**src/rtl/alu_cmd_sequencer.sv**
```systemverilog
// Command-frame sequencer between UART RX/TX and the ALU: parses CC/DD frames, launches the ALU,
// waits (bounded) for its result and streams the 16-bit result back LSB first.
module alu_cmd_sequencer #(
    parameter int                    DATA_WIDTH  = 8,
    parameter logic [DATA_WIDTH-1:0] CMD_OPER    = 8'hCC,
    parameter logic [DATA_WIDTH-1:0] CMD_NO_OPER = 8'hDD,
    parameter int                    TIMEOUT     = 16
) (
    input  logic                    clk_i,
    input  logic                    rst_ni,
    input  logic [DATA_WIDTH-1:0]   rx_p_data_i,
    input  logic                    rx_d_vld_i,
    output logic [DATA_WIDTH-1:0]   alu_a_o,
    output logic [DATA_WIDTH-1:0]   alu_b_o,
    output logic [3:0]              alu_fun_o,
    output logic                    alu_en_o,
    output logic                    clk_gate_en_o,
    input  logic [2*DATA_WIDTH-1:0] alu_out_i,
    input  logic                    alu_out_vld_i,
    output logic [DATA_WIDTH-1:0]   tx_p_data_o,
    output logic                    tx_d_vld_o,
    input  logic                    tx_busy_i,
    output logic                    busy_o,
    output logic                    err_o
);

    localparam int CW = $clog2(TIMEOUT);

    typedef enum logic [3:0] {
        IDLE, GET_A, GET_B, GET_FUN, ALU_RUN, WAIT_RES, SEND_LSB, SEND_MSB, WAIT_TX
    } state_t;

    state_t                  state_q, state_d;
    logic [DATA_WIDTH-1:0]   a_q, a_d, b_q, b_d, tx_data_q, tx_data_d;
    logic [3:0]              fun_q, fun_d;
    logic [2*DATA_WIDTH-1:0] res_q, res_d;
    logic [CW-1:0]           cnt_q, cnt_d;
    logic                    tx_vld_q, tx_vld_d, err_q, err_d;
    logic                    guard_q, guard_d, msb_q, msb_d;

    always_ff @(posedge clk_i or negedge rst_ni) begin
        if (!rst_ni) begin
            state_q   <= IDLE;
            a_q       <= '0;
            b_q       <= '0;
            fun_q     <= '0;
            res_q     <= '0;
            tx_data_q <= '0;
            cnt_q     <= '0;
            tx_vld_q  <= 1'b0;
            err_q     <= 1'b0;
            guard_q   <= 1'b0;
            msb_q     <= 1'b0;
        end else begin
            state_q   <= state_d;
            a_q       <= a_d;
            b_q       <= b_d;
            fun_q     <= fun_d;
            res_q     <= res_d;
            tx_data_q <= tx_data_d;
            cnt_q     <= cnt_d;
            tx_vld_q  <= tx_vld_d;
            err_q     <= err_d;
            guard_q   <= guard_d;
            msb_q     <= msb_d;
        end
    end

    // cnt_q equals the number of cycles since the ALU_EN cycle; the last VLD-accepting cycle
    // is TIMEOUT-1, so ERR lands exactly TIMEOUT cycles after ALU_EN.
    // TX_D_VLD is registered: the transmit decision is taken one cycle ahead, using the
    // current TX_BUSY, so the pulse appears on the first cycle of (or within) SEND_x.
    always_comb begin
        state_d   = state_q;
        a_d       = a_q;
        b_d       = b_q;
        fun_d     = fun_q;
        res_d     = res_q;
        tx_data_d = tx_data_q;
        cnt_d     = cnt_q;
        tx_vld_d  = 1'b0;
        err_d     = 1'b0;
        guard_d   = guard_q;
        msb_d     = msb_q;
        case (state_q)
            IDLE: begin
                if (rx_d_vld_i) begin
                    if (rx_p_data_i == CMD_OPER)         state_d = GET_A;
                    else if (rx_p_data_i == CMD_NO_OPER) state_d = GET_FUN;
                    else                                 err_d   = 1'b1;
                end
            end
            GET_A: begin
                if (rx_d_vld_i) begin
                    a_d     = rx_p_data_i;
                    state_d = GET_B;
                end
            end
            GET_B: begin
                if (rx_d_vld_i) begin
                    b_d     = rx_p_data_i;
                    state_d = GET_FUN;
                end
            end
            GET_FUN: begin
                if (rx_d_vld_i) begin
                    fun_d   = rx_p_data_i[3:0];
                    cnt_d   = '0;
                    state_d = ALU_RUN;
                end
            end
            ALU_RUN: begin
                cnt_d   = CW'(1);
                state_d = WAIT_RES;
            end
            WAIT_RES: begin
                if (alu_out_vld_i) begin
                    res_d   = alu_out_i;
                    state_d = SEND_LSB;
                    if (!tx_busy_i) begin
                        tx_vld_d  = 1'b1;
                        tx_data_d = alu_out_i[DATA_WIDTH-1:0];
                    end
                end else if (cnt_q == CW'(TIMEOUT - 1)) begin
                    err_d   = 1'b1;
                    state_d = IDLE;
                end else begin
                    cnt_d = cnt_q + CW'(1);
                end
            end
            SEND_LSB, SEND_MSB: begin
                if (tx_vld_q) begin
                    guard_d = 1'b1;
                    msb_d   = (state_q == SEND_MSB);
                    state_d = WAIT_TX;
                end else if (!tx_busy_i) begin
                    tx_vld_d  = 1'b1;
                    tx_data_d = (state_q == SEND_MSB) ? res_q[2*DATA_WIDTH-1:DATA_WIDTH]
                                                      : res_q[DATA_WIDTH-1:0];
                end
            end
            WAIT_TX: begin
                if (guard_q) begin
                    guard_d = 1'b0;
                end else if (!tx_busy_i) begin
                    if (msb_q) begin
                        state_d = IDLE;
                    end else begin
                        state_d   = SEND_MSB;
                        tx_vld_d  = 1'b1;
                        tx_data_d = res_q[2*DATA_WIDTH-1:DATA_WIDTH];
                    end
                end
            end
            default: state_d = IDLE;
        endcase
    end

    assign alu_a_o       = a_q;
    assign alu_b_o       = b_q;
    assign alu_fun_o     = fun_q;
    assign alu_en_o      = (state_q == ALU_RUN);
    assign clk_gate_en_o = (state_q == ALU_RUN) || (state_q == WAIT_RES);
    assign tx_p_data_o   = tx_data_q;
    assign tx_d_vld_o    = tx_vld_q;
    assign busy_o        = (state_q != IDLE);
    assign err_o         = err_q;

endmodule

```
**config.mk**
```make
export PLATFORM = sky130hd
export DESIGN_NAME = alu_cmd_sequencer
export DESIGN_NICKNAME = d
export VERILOG_FILES = /design/src/rtl/alu_cmd_sequencer.sv
export SDC_FILE = /design/constraint.sdc
export NUM_CORES = 1
export LEC_CHECK = 0
export CAP_MARGIN = 20
export CORE_MARGIN = 2
export CORE_UTILIZATION = 50
export DETAILED_ROUTE_END_ITERATION = 16
export GPL_ROUTABILITY_DRIVEN = 0
export GPL_TIMING_DRIVEN = 0
export HOLD_SLACK_MARGIN = 0.05
export PLACE_DENSITY = 0.8
export SLEW_MARGIN = 20
export SYNTH_ARGS = -nofsm -noshare
export SYNTH_HDL_FRONTEND = slang
export SYNTH_SLANG_ARGS = --single-unit
```
**constraint.sdc**
```tcl
create_clock -name clk_i -period 4.65 [get_ports clk_i]
set_input_delay 0.93 -clock clk_i [delete_from_list [all_inputs] [get_ports clk_i]]
set_output_delay 0.93 -clock clk_i [all_outputs]
set_load 0.02 [all_outputs]
```
==> summary.md, run 1 <==
| Metric | Value |
|---|---|
| Post-synth EDFFs | 0 |
| Syn-to-layout area delta | 27.4% |
| Mapped Cells | 242 |
| Most used DFF post-synth | dfrtp_1 |
| Worst min path class | register to register |
| Pwr Density | about 650 mW/mm^2 |
| Clock latency on the worst-skew pair | 0.30 ns |
| Die height | 79.5 um |
| Multiplexer share of the synthesized area | 21.3% |
| Htree depth | 2 |
| Detailed Route WL | 6450 um |
| DPL Wire Length | 4660 um |
| Sink Count | 56 |
| CTS tree | built |
| Yosys reg bits | 56 |
| Hold Violations, Final | 0 |
| Nets@finish | 339 |
| Max Slew Vio Count | 0 |
| Syn nets | 272 |
| CTS root buf | clkbuf_8 |
| Compound-Gate Fraction of Synth Area | about 11% |
| Slew HR | between 50% and 60% |
| Post-Syn Area per Cell | 11.8 um^2 |
| Sequential-to-total area share from yosys stat | about 49% |
| Fill cells | 431 |
| Grt ovf | 0 |
| Critical Path End Type | output pin |
| CP arrival | 2.05 ns |
| Setup Viol. Count Final | 0 |
| Unrepaired setup endpoints after global routing | no |
| Starting Density | roughly half |
| Max-Cap Viols | 0 |
| Setup TNS | 0 ns |
| Die area | 0.00632 mm^2 |
| Die Wd | 79.5 um |
| Post-route ant nets | 0 |
| Synth Area in Simple Gates | 14.7% |
| Port Buffers | 60 |
| FFs w/ async S/R, synth | 100% |
| Slew of the pin with the lowest slew margin | around 0.70 ns |
| Max Buffers Root-to-Sink | 2 |
| Initial DRT Pass Iterations | 4 |
| Overall Power | 0.00236 W |
| Final core occ | 65.9% |
| Area share of fa/ha/maj cells after synthesis | 0.439% |
| # rows | 27 |
| Fin crit period | 2.98 ns |
| Core Area | approximately 0.0055 mm^2 |
| Pin count of the biggest net entering global routing | 57 |
| Synth Warn # | 0 |
| Post-CTS Setup Bufs | 0 |
| Worst clock skew | 0.00685 ns |
| Worst EP required | 3.72 ns |
| DR iter-0 viols | 188 |
| Total CTS buffers | 5 |
| Post_cts resized | 0 |
| Synth cell types | 50 |
| CP startpoint kind | register |
| Avg WL per Cell | about 17 um |
| VDD IR max | 0.389 mV |
| Pleak | around 1.5 nW |
| Vias in the first global route | around 2100 |
| Synth Cell Area | between 0.002 and 0.003 mm^2 |
| I/O pin count | 62 |
| # diodes | 0 |
| Fin crit share | 64.1% |
| Status | finished clean |
| XOR/XNOR share of the synthesized area | 0.308% |
| Vias per cell | around 5.7 |
| Max Fanout on Critical Path | 10 |
| Vias | 2177 |
| DRC violations left | 0 |
| Antenna violations before repair | 0 |
| Hold buffers post-CTS | 0 |
| Reg clk slew, reported paths | 0.10 ns |
| F_max | 336 MHz |
| First-pass GRT wire length | about 11000 um |
| Share of cells above drive strength 1 | 25.2% |
| Tot GR Track Use | 21.6% |
| Largest family of logic cells by synthesized area | multiplexers |
| Critical path class | register to output pin |
Yosys cell counts, drive strengths merged (2+ instances only):
master / n / area [um^2]
dfrtp: 56 / 1400
mux2: 53 / 597
nand2: 24 / 97.6
nand3: 10 / 50.1
a22oi: 8 / 60.1
clkbuf: 8 / 30.0
o211ai: 8 / 60.1
buf: 7 / 38.8
nor2: 7 / 26.3
a21oi: 6 / 30.0
o21ai: 6 / 30.0
nand2b: 3 / 18.8
nand4: 3 / 18.8
nor2b: 3 / 18.8
nor3: 3 / 15.0
a31o: 2 / 17.5
a32o: 2 / 20.0
inv: 2 / 7.51
nor3b: 2 / 20.0
nor4bb: 2 / 20.0
o21a: 2 / 15.0
or3b: 2 / 17.5
routing by layer:
layer | vias to the layer above | global-route usage, % | share of wire (%)
met2 | 47 | 34.8 | 51
li1 | 1030 | - | -
met4 | 0 | 6.55 | 1.3
met5 | - | 0 | 0
met3 | 7 | 3.51 | 3.4
met1 | 1093 | 30.0 | 44
power breakdown:
part / switching, W / leakage, nW / internal, W
clock: 0.000155 / 0.0510 / 0.000119
sequential: 0.000125 / 0.685 / 0.000709
combinational: 0.000618 / 0.738 / 0.000629
total: 0.000898 / 1.47 / 0.00146
final timing paths:
| path | from | to | slack (ns) | cells past startpoint |
|---|---|---|---|---|
| max in group asynchronous | rst_ni | alu_b_o[6] | 3.52 | 1 |
| min in group asynchronous | rst_ni | alu_a_o[5] | 0.66 | 1 |
| hold reg to reg | tx_p_data_o[2] | tx_p_data_o[2] | 0.51 | 1 |
| setup / recovery | state_q[1] | clk_gate_en_o | 1.67 | 5 |
| setup reg to reg | state_q[0] | tx_p_data_o[1] | 2.45 | 5 |
| hold / removal | tx_p_data_o[2] | tx_p_data_o[2] | 0.51 | 1 |
state kept, by name, indices dropped and copies added (netlist names):
name	flops
res_q	16
cnt_q	4
guard_q	1
alu_b_o	8
tx_d_vld_o	1
err_o	1
alu_fun_o	4
tx_p_data_o	8
alu_a_o	8
msb_q	1
state_q	4
per-stage QoR:
| stage | setup slack (ns) | cell area (um^2) | hold WS [ns] | cells |
|---|---|---|---|---|
| after floorplan | 2.32 | 2850 | 0.480 | 242 |
| after global placement | 0.919 | 3540 | 0.477 | 374 |
| after detailed placement | 1.44 | 3540 | 0.486 | 374 |
| after CTS | 1.67 | 3630 | 0.508 | 382 |
| after global routing | 1.55 | 3630 | 0.525 | 382 |
| final | 1.67 | 3630 | 0.507 | 382 |
logic make-up (layout without fill, tap and decap cells):
group / count (synthesis) / in the layout
compound gates: 43 / 43
buf+inv: 17 / 85
flops: 56 / 56
simple gates: 70 / 70
fa+ha+maj: 1 / 1
xor+xnor: 1 / 1
mux: 54 / 54
critical path: stages, from the launching register on:
cell	delay, ns
dfrtp_1	0.34
buf_4	0.17
clkbuf_1	0.33
inv_1	0.16
and2_1	0.20
clkdlybuf4s50_1	0.55
cell usage in the layout, fill, tap and decap left out, drive strengths merged, types with 2 or more instances in the layout:
master,synthesis,layout
o21a,2,2
inv,2,2
or3b,2,2
a32o,2,2
a22oi,8,8
o21ai,6,6
dfrtp,56,56
nand2,24,24
o211ai,8,8
nor2,7,7
a21oi,6,6
nor4bb,2,2
nor3b,2,2
buf,7,8
nor2b,3,3
nor3,3,3
nand4,3,3
a31o,2,2
clkdlybuf4s50,0,59
nand3,10,10
nand2b,3,3
clkbuf,8,14
clkinv,0,2
mux2,53,53
area by class of cell:
type | instances | area [um^2] | area share [%]
flip-flops and latches | 56 | 1400 | 38.6
multi-input cells | 169 | 1370 | 37.8
repair buffers | 60 | 598 | 16.5
well taps | 72 | 90.1 | 2.48
clock buffers | 6 | 82.6 | 2.28
plain buffers | 15 | 68.8 | 1.90
clock inverters | 2 | 10.0 | 0.276
inverters | 2 | 7.51 | 0.207
Power figures use the tool's default switching activity.
==> inputs of run 2 (changes only) <==
==> constraint.sdc (replaced) <==
create_clock -name clk_i -period 2.81 [get_ports clk_i]
set_input_delay 0.562 -clock clk_i [delete_from_list [all_inputs] [get_ports clk_i]]
set_output_delay 0.562 -clock clk_i [all_outputs]
set_load 0.02 [all_outputs]
==> results of run 2 <==
Same layout as run 1 (identical final DEF). Status: finished clean.
Main changes from that run: setup slack after placement 1.44 ns -> -0.0314 ns; setup slack after layout 1.67 ns -> 0.199 ns; hold slack 0.507 ns -> 0.290 ns; register-to-register setup slack 2.45 ns -> 0.61 ns; total power 0.00236 W -> 0.00390 W; worst IR drop on VDD 0.389 mV -> 0.643 mV
